==> src/rtl/fasm_cfg_loader.sv <==
// fasm_cfg_loader: decodes checksummed A5/ADDR/DATA/CHK byte frames into FASM feature byte writes
module fasm_cfg_loader #(
  parameter int N_BYTES = 4,
  parameter int TIMEOUT = 255
) (
  input  logic                   clk,
  input  logic                   rst,
  input  logic [7:0]             I_DATA,
  input  logic                   I_VALID,
  output logic                   I_READY,
  output logic [8*N_BYTES-1:0]   O_FEAT,
  output logic                   O_DONE,
  output logic                   O_ERR
);
  localparam int CW = $clog2(TIMEOUT + 1);
  typedef enum logic [1:0] {IDLE, ADDR, DATA, CHK} state_t;
  state_t st, nst;
  logic [7:0] addr, data;
  logic [CW-1:0] cnt;
  logic acc, tmo, chk_ok, wr, fin, bad;
  logic [7:0] feat [N_BYTES];
  assign I_READY = !O_DONE;
  always_comb begin
    acc = I_VALID && I_READY;
    // fire on the edge where the idle count would reach TIMEOUT
    tmo = st != IDLE && !acc && cnt == CW'(TIMEOUT - 1);
    chk_ok = (addr ^ data) == I_DATA;
    wr = st == CHK && acc && chk_ok && addr < 8'(N_BYTES);
    fin = st == CHK && acc && chk_ok && addr == 8'hFF;
    bad = tmo || (st == CHK && acc && !(wr || fin));
    nst = tmo ? IDLE : !acc ? st :
          st == IDLE ? (I_DATA == 8'hA5 ? ADDR : IDLE) :
          st == ADDR ? DATA : st == DATA ? CHK : IDLE;
  end
  always_ff @(posedge clk) begin
    if (rst) begin
      st <= IDLE;
      cnt <= '0;
      addr <= '0;
      data <= '0;
      O_DONE <= 1'b0;
      O_ERR <= 1'b0;
    end else begin
      st <= nst;
      cnt <= (nst == IDLE || acc) ? '0 : cnt == CW'(TIMEOUT) ? cnt : cnt + 1'b1;
      if (acc && st == ADDR) addr <= I_DATA;
      if (acc && st == DATA) data <= I_DATA;
      if (fin) O_DONE <= 1'b1;
      if (bad) O_ERR <= 1'b1;
    end
  end
  for (genvar k = 0; k < N_BYTES; k++) begin : g_byte
    always_ff @(posedge clk) begin
      if (rst) feat[k] <= '0;
      else if (wr && addr == 8'(k)) feat[k] <= data;
    end
    assign O_FEAT[8*k +: 8] = feat[k];
  end
endmodule

==> config.mk <==
export PLATFORM = sky130hd
export DESIGN_NAME = fasm_cfg_loader
export DESIGN_NICKNAME = d
export VERILOG_FILES = /design/src/rtl/fasm_cfg_loader.sv
export SDC_FILE = /design/constraint.sdc
export NUM_CORES = 1
export LEC_CHECK = 0
export ABC_AREA = 1
export CAP_MARGIN = 20
export CORE_MARGIN = 2
export CORE_UTILIZATION = 48
export DETAILED_ROUTE_END_ITERATION = 6
export PLACE_DENSITY = 0.82
export SYNTH_ARGS = -nofsm -noshare
export SYNTH_HDL_FRONTEND = slang
export SYNTH_SLANG_ARGS = --single-unit
==> constraint.sdc <==
create_clock -name clk -period 2.2 [get_ports clk]
set_input_delay 0.33 -clock clk [delete_from_list [all_inputs] [get_ports clk]]
set_output_delay 0.33 -clock clk [all_outputs]
set_load 0.02 [all_outputs]
-- After elaboration in Yosys (flattened, before gate mapping)
Memories as Yosys holds them, arrays and structs flattened.
Cells that the tools add are included.
- $lt $le $gt $ge: 1
- equality and inequality tests: 11
- $add $sub $neg: 1
- mux-type cells: 24
- reduce and logical (&&, ||, !) cells: 25
- bitwise operators: 5
- operators with widths (cell ; count):
    equality test 8 bit (second input constant) ; 4
    two-way mux 8 bit ; 4
    equality test 8 x 2 -> 1 bit (second input constant) ; 2
    two-way mux 1 bit ; 15
    logical AND 1 bit ; 14
    two-way mux 2 bit ; 5
    adder 8 x 1 -> 8 bit (second input constant) ; 1
    equality test 8 x 1 -> 1 bit (second input constant) ; 1
    equality test 8 bit ; 1
    logical NOT 8 bit ; 1
    < comparator 8 x 3 -> 1 bit (second input constant) ; 1
    bitwise XOR 8 bit ; 1
    equality test 2 bit (second input constant) ; 2
    logical NOT 2 bit ; 2
    OR 1 bit ; 4
    logical NOT 1 bit ; 3
    logical OR 1 bit ; 3
    equality test 2 x 1 -> 1 bit (second input constant) ; 1
    nonzero test 2 bit ; 1
    OR reduction 2 bit ; 1
- bits in registers: 28
- output and inout port bits: 35
- memories: 1
- bits in writable memories: 32
- logic and storage cells: 74
- memories (memory ; depth ; bits a word ; rd ports ; clocked after memory_dff ; wr ports ; RTL line ; source):
    feat ; 4 ; 8 ; 4 ; 0 ; 4 ; 21 ; logic [7:0] feat [N_BYTES];

-- Logic depth before layout (Yosys ltp)
Gate-level depths: netlist (run 1).
- depth after elaboration: 10
- depth in mapped cells: 11
- gate-level depth less buffers: 11

-- Worst setup path after synthesis (run 1)
OpenSTA, ideal clock, no wires.
- kind: reg-to-reg
- from: reg O_DONE
- to: mem feat[2][0] (netlist: feat[1][0]) (enable)
- stages on the path, launching flop included: 10
- slack: -0.124 ns
- clock period less this slack: 2.324 ns
- data arrival time: 1.940 ns
- data required time: 1.816 ns
- cell sequence: dfxtp_1 inv_1 nand2_2 nor2_1 nand2_1 nor2_1 nand2_1 nor2_1 nand4_1 o21ai_0
- RTL lines (what ; RTL line ; source):
    start, declared ; 12 ; output logic O_DONE,
    start signal, assigned ; 41 ; O_DONE <= 1'b0;
    start signal, assigned ; 48 ; if (fin) O_DONE <= 1'b1;
    end, declared ; 21 ;

-- Worst setup path in the final report (run 1)
- from: reg cnt[7]
- to: reg cnt[2]
- cells in the longest elaborated chain, start to end: 6
- RTL lines (what ; RTL line ; source):
    start, declared ; 19 ; logic [CW-1:0] cnt;
    start signal, assigned ; 45 ; cnt <= (nst == IDLE || acc) ? '0 : cnt == CW'(TIMEOUT) ? cnt : cnt + 1'b1;
    equality test 8 bit ; 26 ; tmo = st != IDLE && !acc && cnt == CW'(TIMEOUT - 1);
    logical AND 1 bit ; 26 ;
    two-way mux 2 bit ; 31 ; nst = tmo ? IDLE : !acc ? st :
    logical NOT 2 bit ; 45 ;
    logical OR 1 bit ; 45 ;
    OR reduction 2 bit (no line) ; -- ;
Several ways; a longest one is shown, not always the timed one.
A chain may end at the register's enable or synchronous reset.

==> summary.md, run 1 <==
| Metric | Value |
|---|---|
| Origin of the critical flop-to-flop path | `cnt[7]` |
| Setup-failing EPs final | `0` |
| EDFF count, synth | `32` |
| Antenna Nets Post-Route | `0` |
| Most frequent cell after synthesis | `nand2_1` |
| Peak VDD IR | `~0.40 mV` |
| Worst Hold Depth | `2` |
| Max-cap viol count | `0` |
| 1st-iter DRT viols | `between 150 and 200` |
| Slew HR | `0.614` |
| Register area | `about 1500 um^2` |
| # DRC | `0` |
| Vias/cell | `about 5.1` |
| WL final | `approximately 6500 um` |
| Routed WL per cell | `12.8 um` |
| Synth top area cells | `edfxtp_1, dfxtp_1, nand2_1` |
| Commonest cells in the netlist | `nand2_1, nor2_1, inv_1, edfxtp_1, dfxtp_1` |
| Clk_skew | `7.23 ps` |
| Placed Area | `between 3000 and 4000 um^2` |
| Remaining Overflow, GRT | `0` |
| Post-synthesis sequential area ratio | `0.534` |
| Pins over their slew limit | `0` |
| Worst skew pair latency | `roughly 330 ps` |
| Hold EP | `O_ERR` |
| Pwr Density | `between 600 and 700 nW/um^2` |
| Core Footprint | `a little under 6000 um^2` |
| Root buf cell | `clkbuf_8` |
| Ys flop type | `edfxtp_1` |
| CTS tree | `built` |
| Critical path launch point type | `register` |
| Unrepaired setup endpoints after global routing | `false` |
| Reg2reg path depth | `7` |
| Hold WC Path Type | `register to register` |
| Die X-Extent | `between 80 and 90 um` |
| Total GRT Usage | `0.222` |
| Critical path type | `register to register` |
| Critical Path AT | `around 2200 ps` |
| Status | `finished clean` |
| Hold_sp | `O_ERR` |
| Htree depth | `3` |
| Antenna cells | `0` |
| FILL cells | `515` |
| Sink Count | `60` |
| Post-synth top area cell | `edfxtp_1` |
| Area taken by multi-input logic gates | `1150 um^2` |
| Slowest stage delay, CP | `490 ps` |
| Worst reg-to-reg setup slack | `~240 ps` |
| Bufs and invs on worst path | `2` |
| WHS | `531 ps` |
| Yosys cell types | `25` |
| IO Port Bufs | `45` |
| Layout area overhead | `32.3%` |
| Nets@finish | `445` |
| Min cycle time layout | `~2000 ps` |
| Initial Util | `0.490` |
| Worst path cell trace | `inv_1 > nor3_1 > inv_1 > nor3_1 > nor2_1 > o21ai_1 > nor2_1` |
| Max Fclk | `between 500 and 600 MHz` |
| FF+latch count, synth | `60` |
| Largest net degree at the start of global routing | `17` |
| Setup TNS | `0 ps` |
| Worst setup EP type | `register` |
| Layout Cells excl Fill | `around 510` |
| Fin area | `~3800 um^2` |
| Global-route wire length before repair | `approximately 11000 um` |
| Clock buffer depth | `2` |
| Initial antenna violation count | `0` |
| Clock Pin Slew Worst Setup and Hold Paths | `70 ps` |
| Io pins | `46` |
| Crit-path slowest cell | `o21ai_1` |
| Placed insts | `just under 500` |
| Worst-path fanout max | `8` |
| Dpl hpwl | `between 4000 and 5000 um` |
| Leak | `between 1.5 and 2 nW` |
| Worst path top cell family by delay | `simple AND/OR/NAND/NOR gates` |
| Placer Congestion | `between 0.9 and 1` |
| Die Ht | `a little over 80 um` |
| Rows | `28` |
| Async SR Flop Fraction | `0` |
| Worst r2r dst | `cnt[2]` |
| Fin crit share | `0.893` |
| Num CTS Buffers | `9` |
| Synth top area share | `0.337` |
| Synth Instances | `351` |
| Fin. Hold Viols | `0` |
| Worst Max-Slew Pin Slew | `between 500 and 600 ps` |
| Vias | `2578` |
| Vias in the first global route | `2521` |
| Mean Syn Cell Area | `around 8.1 um^2` |
| Worst Path Required | `around 2400 ps` |
| Synthesized Nets | `368` |
| Die Area | `about 6600 um^2` |
| Pre-antenna DRT Iters | `5` |
| Mapped cell area | `approximately 2900 um^2` |
| Yosys warnings | `0` |
| Fraction of layout cells with a size suffix above 1 | `0.109` |
==> registers in the layout, indices dropped and copies added, names as in the netlist <==
register and cells:
addr 8, feat 32, data 8, st 2, O_ERR 1, cnt 8, O_DONE 1
==> per-layer routing <==
| layer | routed length (um) | global-route usage | vias to the layer above | share of wire |
|---|---|---|---|---|
| li1 | - | - | 1314 | - |
| met1 | 2730 | 0.258 | 1146 | 0.42 |
| met2 | 3150 | 0.387 | 102 | 0.49 |
| met3 | 408 | 0.0567 | 16 | 0.063 |
| met4 | 184 | 0.100 | 0 | 0.028 |
| met5 | 0 | 0 | - | 0 |
==> cells by family after synthesis <==
group / share of synthesized area
adder cells (fa/ha/maj): 0.0263
flip-flops: 0.534
AO/OA/AOI/OAI: 0.0843
XOR/XNOR: 0.0184
AND/OR/NAND/NOR: 0.272
buffers and inverters: 0.0649
==> where the power goes <==
| part | switching, mW | total [mW] | internal (mW) |
|---|---|---|---|
| Combinational | 0.154 | 0.267 | 0.113 |
| Clock | 0.402 | 0.948 | 0.546 |
| Sequential | 0.0148 | 1.22 | 1.21 |
| Total | 0.571 | 2.44 | 1.87 |
==> timing repair <==
item,CTS,global route
hold buffers,0,0
setup buffers,0,0
gates resized for setup,0,4
endpoints found under the setup margin,0,32
==> per-stage QoR <==
step,setup WS [ps],total power [mW],util
2_1_floorplan,-124,1.38,-
3_3_place_gp,-81.1,1.50,0.615
3_5_place_dp,-136,1.51,0.615
4_1_cts,152,2.45,0.648
5_1_grt,18.7,2.54,0.649
6_report,236,2.44,0.649
==> area by class of cell <==
class                      count  share of cell area
sequential                    60               0.404
multi-input combinational    242               0.305
timing repair buffer          72               0.173
inverter                      43              0.0428
clock buffer                  11              0.0375
tap                           75              0.0249
clock inverter                 5              0.0136
==> cell usage in the layout, fill, tap and decap left out, types with 2 or more instances in the layout <==
cell type,n
a21oi_1,18
buf_4,27
clkbuf_8,10
clkdlybuf4s50_1,45
clkinv_2,2
dfxtp_1,27
edfxtp_1,32
ha_1,6
inv_1,42
nand2_1,77
nand2_2,2
nand3_1,19
nand3b_1,2
nand4_1,10
nor2_1,57
nor3_1,13
nor4_1,2
o21ai_0,22
xor2_1,5
==> worst reg2reg max path, cell delays in order (launching register included) <==
cell	delay [ps]
dfxtp_1	360
inv_1	70
nor3_1	330
inv_1	120
nor3_1	270
nor2_1	100
o21ai_1	490
nor2_1	100
==> worst max path at each step <==
stage | from | to | depth (start not counted)
after global routing | cnt[7] | cnt[2] | 7
after CTS | addr[0] | feat[0][1] | 10
after floorplan | O_DONE | feat[1][0] | 9
after detailed placement | I_DATA[6] | feat[0][10] | 11
after global placement | I_DATA[7] | feat[0][10] | 11
final | cnt[7] | cnt[2] | 7
Note: power is estimated with default switching activity, not from simulation.
==> run 2: changes to the inputs <==
--- a/config.mk
+++ b/config.mk
@@ -11,6 +11,7 @@
 export CORE_UTILIZATION = 48
 export DETAILED_ROUTE_END_ITERATION = 6
 export PLACE_DENSITY = 0.82
+export SETUP_SLACK_MARGIN = 0.3
 export SYNTH_ARGS = -nofsm -noshare
 export SYNTH_HDL_FRONTEND = slang
 export SYNTH_SLANG_ARGS = --single-unit
==> run 2 against run 1 <==
The flow now finishes with violations (DRC). Sequential power is essentially flat. Core utilization grew 3.6 points. Sequential share of layout area shrank 1.9 points. Design area grew 5.6%.
==> summary.md, run 2 (synthesized netlist as in run 1, its figures left out) <==
| Metric | Value |
|---|---|
| Status | `finished, violations left` |
| Failing checks | `DRC` |
| Initial antenna violation count | `0` |
| Remaining Overflow, GRT | `0` |
| Worst Path Required | `around 2200 ps` |
| Global-route wire length before repair | `about 11000 um` |
| Die X-Extent | `between 80 and 90 um` |
| Worst-path fanout max | `8` |
| Worst r2r dst | `feat[1][14]` |
| Setup-failing EPs final | `0` |
| Origin of the critical flop-to-flop path | `st[1]` |
| Placed insts | `just under 500` |
| Fin. Hold Viols | `0` |
| Util after Layout | `0.685` |
| Largest net degree at the start of global routing | `17` |
| Critical path launch point type | `register` |
| Layout area overhead | `39.7%` |
| Root buf cell | `clkbuf_8` |
| Clk_skew | `approximately 14 ps` |
| Htree depth | `3` |
| IO Port Bufs | `45` |
| Clock buffer depth | `2` |
| Reg2reg path depth | `9` |
| Min cycle time layout | `1910 ps` |
| Critical Path AT | `1910 ps` |
| Die Ht | `81.1 um` |
| Max Fclk | `around 520 MHz` |
| Initial Util | `0.490` |
| 1st-iter DRT viols | `110` |
| Clock Pin Slew Worst Setup and Hold Paths | `about 70 ps` |
| Die Area | `around 6600 um^2` |
| Sink Count | `60` |
| Hold WC Path Type | `primary input to register` |
| Vias in the first global route | `between 2000 and 2500` |
| Vias/cell | `slightly above 5` |
| Pins over their slew limit | `0` |
| Worst reg-to-reg setup slack | `~300 ps` |
| Fin crit share | `0.866` |
| Core Footprint | `between 5000 and 6000 um^2` |
| Worst setup EP type | `register` |
| Total GRT Usage | `0.222` |
| Routed WL per cell | `13.2 um` |
| Peak VDD IR | `approximately 0.42 mV` |
| Fraction of layout cells with a size suffix above 1 | `0.188` |
| Placer Congestion | `0.942` |
| Setup TNS | `0 ps` |
| WHS | `approximately 420 ps` |
| Antenna cells | `0` |
| Rows | `28` |
| Layout Cells excl Fill | `521` |
| Max-cap viol count | `0` |
| Slew HR | `0.652` |
| Pre-antenna DRT Iters | `7` |
| Critical path type | `register to register` |
| CTS tree | `built` |
| Max FFs per register | `32` |
| WL final | `a little under 7000 um` |
| Vias | `~2600` |
| FILL cells | `around 460` |
| Largest Register | `feat` |
| Unrepaired setup endpoints after global routing | `true` |
| Num CTS Buffers | `9` |
| Worst Setup SP | `st[1]` |
| Antenna Nets Post-Route | `0` |
| # DRC | `2` |
| Setup crit end | `feat[1][14]` |
| Worst Max-Slew Pin Slew | `520 ps` |
| Commonest non-fill, non-tap cell in the layout | `nand2_1` |
| Dpl hpwl | `5050 um` |
| Worst skew pair latency | `between 300 and 400 ps` |
| Pwr Density | `622 nW/um^2` |
| Worst Hold Depth | `3` |
| Most frequent cells in the layout | `nand2_1, nor2_1, buf_4, inv_1, clkdlybuf4s50_1` |
| Nets@finish | `458` |
| Leak | `roughly 1.6 nW` |
| Io pins | `46` |
## run 2: cell count changes in the layout (fill, tap and decap cells not counted), moves of 4 or more
cell	previous run	this run
buf_4	27	40
dfxtp_2	1	9
dlymetal6s2s_1	0	4
clkdlybuf4s50_1	45	37
dlygate4sd2_1	0	4
inv_1	42	38
dfxtp_1	27	19
inv_2	1	5
## run 2: worst min path at each step
stage,end,start
after global routing,data[1],I_DATA[1]
after CTS,data[6],I_DATA[6]
after detailed placement,addr[3],addr[3]
after floorplan,addr[6],addr[6]
after global placement,O_ERR,O_ERR
final,data[2],I_DATA[2]
## run 2: area by class of cell
cell class,instances,area [um^2],area share
multi-input combinational,242,1240,0.312
clock buffer,12,145,0.0364
sequential,60,1530,0.385
clock inverter,4,50.0,0.0126
inverter,43,161,0.0405
timing repair buffer,85,756,0.190
tap,75,93.8,0.0236
## run 2: report_power, final
| part | switching, mW | total [mW] | internal (mW) |
|---|---|---|---|
| clock network | 0.416 | 0.971 | 0.555 |
| logic | 0.166 | 0.285 | 0.119 |
| registers | 0.0148 | 1.22 | 1.21 |
| total | 0.597 | 2.48 | 1.88 |
## run 2: worst max-delay path, cell delays in order (launching register included)
cell and delay (ps):
dfxtp_2 350, ha_4 130, inv_2 40, nor2_4 140
nand2_1 60, nor2_1 90, nand2_1 70, nor2_2 100
nand4_1 250, o21ai_4 350
## run 2: layer usage
layer / share of wire / wire length [um] / global-route usage / vias up
li1: - / - / - / 1337
met1: 0.41 / 2840 / 0.262 / 1180
met2: 0.50 / 3450 / 0.389 / 95
met3: 0.069 / 472 / 0.0567 / 12
met4: 0.018 / 122 / 0.0831 / 0
met5: 0 / 0 / 0 / -
## run 2: what timing repair did
| action | CTS | global route |
|---|---|---|
| setup endpoints to repair | 32 | 70 |
| hold buffers | 0 | 0 |
| resized for setup | 14 | 22 |
| pin swaps | 10 | 8 |
| buffers inserted | 6 | 2 |
## run 2: stage by stage
stage / setup WS, ps / total power, mW / area (um^2)
floorplan: 305 / 1.39 / 2880
global route: 183 / 2.57 / 3980
detailed placement: -123 / 1.52 / 3640
CTS: 299 / 2.48 / 3910
finish: 294 / 2.48 / 3980
global placement: -75.7 / 1.51 / 3640
